[src/rtl/fir_scie_sequencer.sv]
// fir_scie_sequencer
//
// Issue stage in front of the pipelined SCIE FIR accelerator. Coefficient
// writes and input samples arrive on valid/ready streams. Each one becomes
// a correctly spaced sequence of SCIE instruction slots:
//   config : CFG (coef load)
//   sample : PUSH, mandatory bubble, READ, capture
// Each FIR result is captured from io_scie_rd into a small FIFO, which is
// drained on a valid/ready stream.
//
// Ports
//   clock, reset_n             : clock; asynchronous active-low reset
//   io_cfg_valid/ready/idx/coef: coefficient write stream
//   io_in_valid/ready/data     : sample stream
//   io_out_valid/ready/data    : result stream (FIFO head)
//   io_busy                    : sequencer is not idle
//   io_scie_valid/insn/rs1/rs2 : registered SCIE instruction slot
//   io_scie_rd                 : accelerator result, sampled in CAPT
module fir_scie_sequencer #(
    parameter int TAPS      = 5,
    parameter int OUT_DEPTH = 4,
    localparam int IDXW     = ($clog2(TAPS) > 1) ? $clog2(TAPS) : 1
) (
    input  logic            clock,
    input  logic            reset_n,
    input  logic            io_cfg_valid,
    output logic            io_cfg_ready,
    input  logic [IDXW-1:0] io_cfg_idx,
    input  logic [31:0]     io_cfg_coef,
    input  logic            io_in_valid,
    output logic            io_in_ready,
    input  logic [31:0]     io_in_data,
    output logic            io_out_valid,
    input  logic            io_out_ready,
    output logic [31:0]     io_out_data,
    output logic            io_busy,
    output logic            io_scie_valid,
    output logic [31:0]     io_scie_insn,
    output logic [31:0]     io_scie_rs1,
    output logic [31:0]     io_scie_rs2,
    input  logic [31:0]     io_scie_rd
);

    localparam logic [31:0] INSN_CFG  = 32'h0000_000B;
    localparam logic [31:0] INSN_PUSH = 32'h0000_002B;
    localparam logic [31:0] INSN_READ = 32'h0000_005B;

    localparam int PW = (OUT_DEPTH > 1) ? $clog2(OUT_DEPTH) : 1;
    localparam int CW = $clog2(OUT_DEPTH + 1);

    typedef enum logic [2:0] {
        IDLE,
        CFG,
        PUSH,
        GAP,
        READ,
        CAPT
    } state_t;

    state_t          state;
    logic [PW-1:0]   wr_ptr;
    logic [PW-1:0]   rd_ptr;
    logic [CW-1:0]   count;
    logic [31:0]     fifo_mem [OUT_DEPTH];

    logic            idle;
    logic            cfg_fire;
    logic            in_fire;
    logic            capt_write;
    logic            pop;

    assign idle = (state == IDLE);

    // Config wins over samples. A sample is only taken when a FIFO slot is
    // free, and nothing else can be in flight while idle, so each accepted
    // sample already owns the slot its result will land in.
    assign io_in_ready = idle && !io_cfg_valid && (count < CW'(OUT_DEPTH));
    assign cfg_fire    = idle && io_cfg_valid;
    assign in_fire     = io_in_valid && io_in_ready;

    assign capt_write   = (state == CAPT);
    assign io_out_valid = (count != '0);
    assign pop          = io_out_valid && io_out_ready;
    // Head is gated so the result bus reads 0 while the FIFO is empty.
    assign io_out_data  = io_out_valid ? fifo_mem[rd_ptr] : '0;

    // Sequencer. The slot outputs are loaded together with the state they
    // belong to, so the SCIE bus is purely registered.
    always_ff @(posedge clock or negedge reset_n) begin
        if (!reset_n) begin
            state         <= IDLE;
            io_cfg_ready  <= 1'b1;
            io_busy       <= 1'b0;
            io_scie_valid <= 1'b0;
            io_scie_insn  <= '0;
            io_scie_rs1   <= '0;
            io_scie_rs2   <= '0;
        end else begin
            // Default slot is empty; only the issuing transitions fill it.
            io_scie_valid <= 1'b0;
            io_scie_insn  <= '0;
            io_scie_rs1   <= '0;
            io_scie_rs2   <= '0;
            case (state)
                IDLE: begin
                    if (cfg_fire) begin
                        state         <= CFG;
                        io_cfg_ready  <= 1'b0;
                        io_busy       <= 1'b1;
                        io_scie_valid <= 1'b1;
                        io_scie_insn  <= INSN_CFG;
                        io_scie_rs1   <= io_cfg_coef;
                        io_scie_rs2   <= {{(32 - IDXW){1'b0}}, io_cfg_idx};
                    end else if (in_fire) begin
                        state         <= PUSH;
                        io_cfg_ready  <= 1'b0;
                        io_busy       <= 1'b1;
                        io_scie_valid <= 1'b1;
                        io_scie_insn  <= INSN_PUSH;
                        io_scie_rs1   <= io_in_data;
                    end
                end
                CFG: begin
                    state        <= IDLE;
                    io_cfg_ready <= 1'b1;
                    io_busy      <= 1'b0;
                end
                PUSH: begin
                    // Accelerator needs one empty slot between PUSH and READ.
                    state <= GAP;
                end
                GAP: begin
                    state         <= READ;
                    io_scie_valid <= 1'b1;
                    io_scie_insn  <= INSN_READ;
                end
                READ: begin
                    // Result appears on io_scie_rd during the following cycle.
                    state <= CAPT;
                end
                CAPT: begin
                    state        <= IDLE;
                    io_cfg_ready <= 1'b1;
                    io_busy      <= 1'b0;
                end
                default: begin
                    state        <= IDLE;
                    io_cfg_ready <= 1'b1;
                    io_busy      <= 1'b0;
                end
            endcase
        end
    end

    // Result storage; contents need no reset since count gates visibility.
    always_ff @(posedge clock) begin
        if (capt_write) begin
            fifo_mem[wr_ptr] <= io_scie_rd;
        end
    end

    always_ff @(posedge clock or negedge reset_n) begin
        if (!reset_n) begin
            wr_ptr <= '0;
            rd_ptr <= '0;
            count  <= '0;
        end else begin
            if (capt_write) begin
                wr_ptr <= (wr_ptr == PW'(OUT_DEPTH - 1)) ? '0 : wr_ptr + PW'(1);
            end
            if (pop) begin
                rd_ptr <= (rd_ptr == PW'(OUT_DEPTH - 1)) ? '0 : rd_ptr + PW'(1);
            end
            if (capt_write && !pop) begin
                count <= count + CW'(1);
            end else if (pop && !capt_write) begin
                count <= count - CW'(1);
            end
        end
    end

endmodule
[config.mk]
export PLATFORM = sky130hd
export DESIGN_NAME = fir_scie_sequencer
export DESIGN_NICKNAME = d
export VERILOG_FILES = /design/src/rtl/fir_scie_sequencer.sv
export SDC_FILE = /design/constraint.sdc
export NUM_CORES = 1
export LEC_CHECK = 0
export BUFFER_PORTS_ARGS = -buffer_cell sky130_fd_sc_hd__buf_2
export CAP_MARGIN = 20
export CORE_MARGIN = 3
export CORE_UTILIZATION = 50
export CTS_CLUSTER_DIAMETER = 50
export CTS_CLUSTER_SIZE = 24
export DETAILED_ROUTE_END_ITERATION = 7
export PLACE_DENSITY = 0.78
export SLEW_MARGIN = 20
export SYNTH_ARGS = -nofsm -noshare
export SYNTH_HDL_FRONTEND = slang
export SYNTH_SLANG_ARGS = --single-unit
[constraint.sdc]
create_clock -name clock -period 2.75 [get_ports clock]
set_input_delay 0.55 -clock clock [delete_from_list [all_inputs] [get_ports clock]]
set_output_delay 0.55 -clock clock [all_outputs]
set_load 0.02 [all_outputs]
==> out/qor.yml <==
drive_gt1_share_pct: 43.9
reg2reg_to: "count[2]"
gp_congestion: 0.820
synthArstFlopShare_pct: 28.5
synth_fa_ha_area_share_pct: 1.30
synth_top_area_share_pct: 52.6
hold_path_class: "in -> async"
clock_path_buffers: 2
io_buffer_count: 181
dp_slack_ns: 0.474
dpl.hpwl_mm: 9.85
core_area_um2: 14100
min_period_ns: 2.51
grt_max_degree: 36
htree_levels: 4
grt_pass1_vias: 4144
switching_power_mw: 3.02
seq_power_share_pct: 37.6
wire_per_inst_um: 17.7
slowest_delay_ns: 0.52
io_pins: 237
r2r_setup_slack_ns: 0.59
synth_flop_cell: "edfxtp_1"
path_max_fanout: 27
r2r-start: "state[2]"
synthMuxAreaShare_pct: 10.3
rows: 43
vdd_drop_max_mv: 0.534
drt_iter0_markers: 237
critPathLaunchType: "flop"
synth_edf_count: 128
yosys.cell_types.count: 33
postCtsHoldBufs: 0
finalWorstSetupSlack_ns: 0.242
synth.yosys.seq_area_share_pct: 70.1
synth_top_family_by_area: "multiplexers"
cts_buffers: 17
cts_tree: "done"
die_y_um: 127
min_period_over_period_pct: 91.2
power_leakage_nw: 3.74
syn-instance-count: 414
fp.dieW_um: 127
yosysTopAreaCell: "edfxtp_1"
grt_pass1_wl_mm: 21.7
crit_arrival_ns: 1.96
fmax_mhz: 399
drv_slew: 0
post-cts-setup-buffer-count: 0
whs_ns: 0.128
synth_most_common_cell: "edfxtp_1"
cp.required_ns: 2.20
maxSlewHeadroom_pct: 59.9
die_area_um2: 16100
synth.area.top_cells: "edfxtp_1 (53%), dfrtp_1 (17%), mux4_2 (9.9%)"
critPathKind: "reg -> out"
n_antenna_cell: 0
final_nets: 711
syn_area_um2: 7300
timing.critical_path.buf_inv: 2
endpoint_kind: "output pin"
internal_power_mw: 6.25
ant_nets: 0
post-route-util_pct: 63.1
antenna_found_initial: 0
rsz0062_at_grt: "no"
routed_wl_mm: 14.1
root_buffer: "clkbuf_16"
tns_ns: 0
cts.sink_count: 179
cp-endpoint: "io_out_data[11]"
ctsResizeCount: 0
status: "complete, no violations"
vias_per_cell: 4.95
power_frac_clock_pct: 28.4
post-route-drc-count: 0
setup_viol: 0
power.share.combinational_pct: 34.0
tightest_slew_ns: 0.602
syn_area_per_cell_um2: 17.6
skew_ns: 0.00956
yosys.area_share.simple_pct: 5.26
num_vias: 3922
yosys-top-cells-count: "edfxtp_1 (128), buf_4 (58), dfrtp_1 (50)"
power_per_cell_area_nw_per_um2: 1040
power.total_mw: 9.27
final_hold_viol_count: 0
crit_start: "rd_ptr[0]"
first_pass_iters: 4
synth_compound_area_share_pct: 4.66
clock_latency_ns: 0.42
synthXorXnorAreaFrac_pct: 0.360
maxCapViolCount: 0
rr_worst_depth: 7
slowest_stage: "mux4_2"
clkTransAtPathRegs_ns: 0.07
crit_family: "multiplexers"
crit_chain: "buf_12 -> mux4_2 -> and2_1 -> buf_2"
area_growth_pct: 21.8
yosysWarnings: 0
ys_ff_latch: 179
overflow: 0
grtUsageTotal_pct: 17.8
start_util_pct: 51.8
swShare_pct: 32.6
crit_cells: 4
-- cell families after synthesis --
group           after synthesis
mux                          35
compound gates               42
flops                       179
simple gates                 62
fa+ha+maj                     7
buf+inv                      85
xor+xnor                      3
other cells                   1
-- layout make-up --
class	instances	area, µm²
clock buffer	18	429
clock inverter	14	224
fill	1029	5200
inverter	5	18.8
multi-input combinational	204	1810
sequential	179	5120
tap	180	225
timing repair buffer	193	1060
-- metrics by stage --
stage               cell area, µm²  instances
floorplan                     7500        468
global placement              8230        759
detailed placement            8230        759
CTS                           8880        791
global route                  8890        793
finish                        8890        793
-- worst register-to-register path: cells and delay by family, from the launching register on --
kind,cells,cell delay (ns)
flops,1,0.56
simple gates,2,0.52
xor+xnor,2,0.32
buf+inv,1,0.06
fa+ha+maj,2,0.62
-- sequential cells by signal (all words and copies together) (netlist names) --
register,count
fifo_mem,128
io_scie_rs1,32
count,3
io_scie_insn,3
io_scie_rs2,3
state,3
rd_ptr,2
wr_ptr,2
io_busy,1
io_cfg_ready,1
io_scie_valid,1
-- how the worst min path moves through the flow --
stage,start,endpoint,slack [ns],cells past startpoint
finish,reset_n,io_scie_insn[3],0.13,1
CTS,reset_n,io_scie_valid,0.14,1
detailed placement,io_cfg_ready,io_cfg_ready,0.49,2
global placement,io_cfg_ready,io_cfg_ready,0.47,2
floorplan,reset_n,count[0],0.25,0
global route,reset_n,io_scie_insn[3],0.17,1
-- metal layers --
| layer | wire (µm) | up-vias | global-route usage [%] |
|---|---|---|---|
| met5 | 0 | - | 0 |
| met4 | 340 | 0 | 7.13 |
| met3 | 1100 | 22 | 5.73 |
| met2 | 7370 | 174 | 31.5 |
| met1 | 5250 | 1911 | 20.1 |
| li1 | - | 1815 | - |
-- layout by cell type (no fill, tap or decap), types with 5 or more instances in the layout --
master	synthesis	final
conb_1	1	55
and2_1	40	36
clkbuf_16	0	17
bufinv_16	0	5
edfxtp_1	128	128
dfrtp_1	50	48
ha_1	6	6
inv_1	5	5
a22o_1	32	32
buf_2	8	181
buf_12	0	5
buf_4	58	7
mux4_2	32	32
-- power groups by stage --
stage | Sequential, mW | Clock [mW] | Combinational [mW]
6_report | 3.48 | 2.64 | 3.15
5_1_grt | 3.52 | 2.82 | 3.42
4_1_cts | 3.51 | 2.68 | 3.17
3_5_place_dp | 3.56 | 0 | 3.17
3_3_place_gp | 3.55 | 0 | 3.11
2_1_floorplan | 3.69 | 0 | 2.12
(Power assumes the default switching activity.)
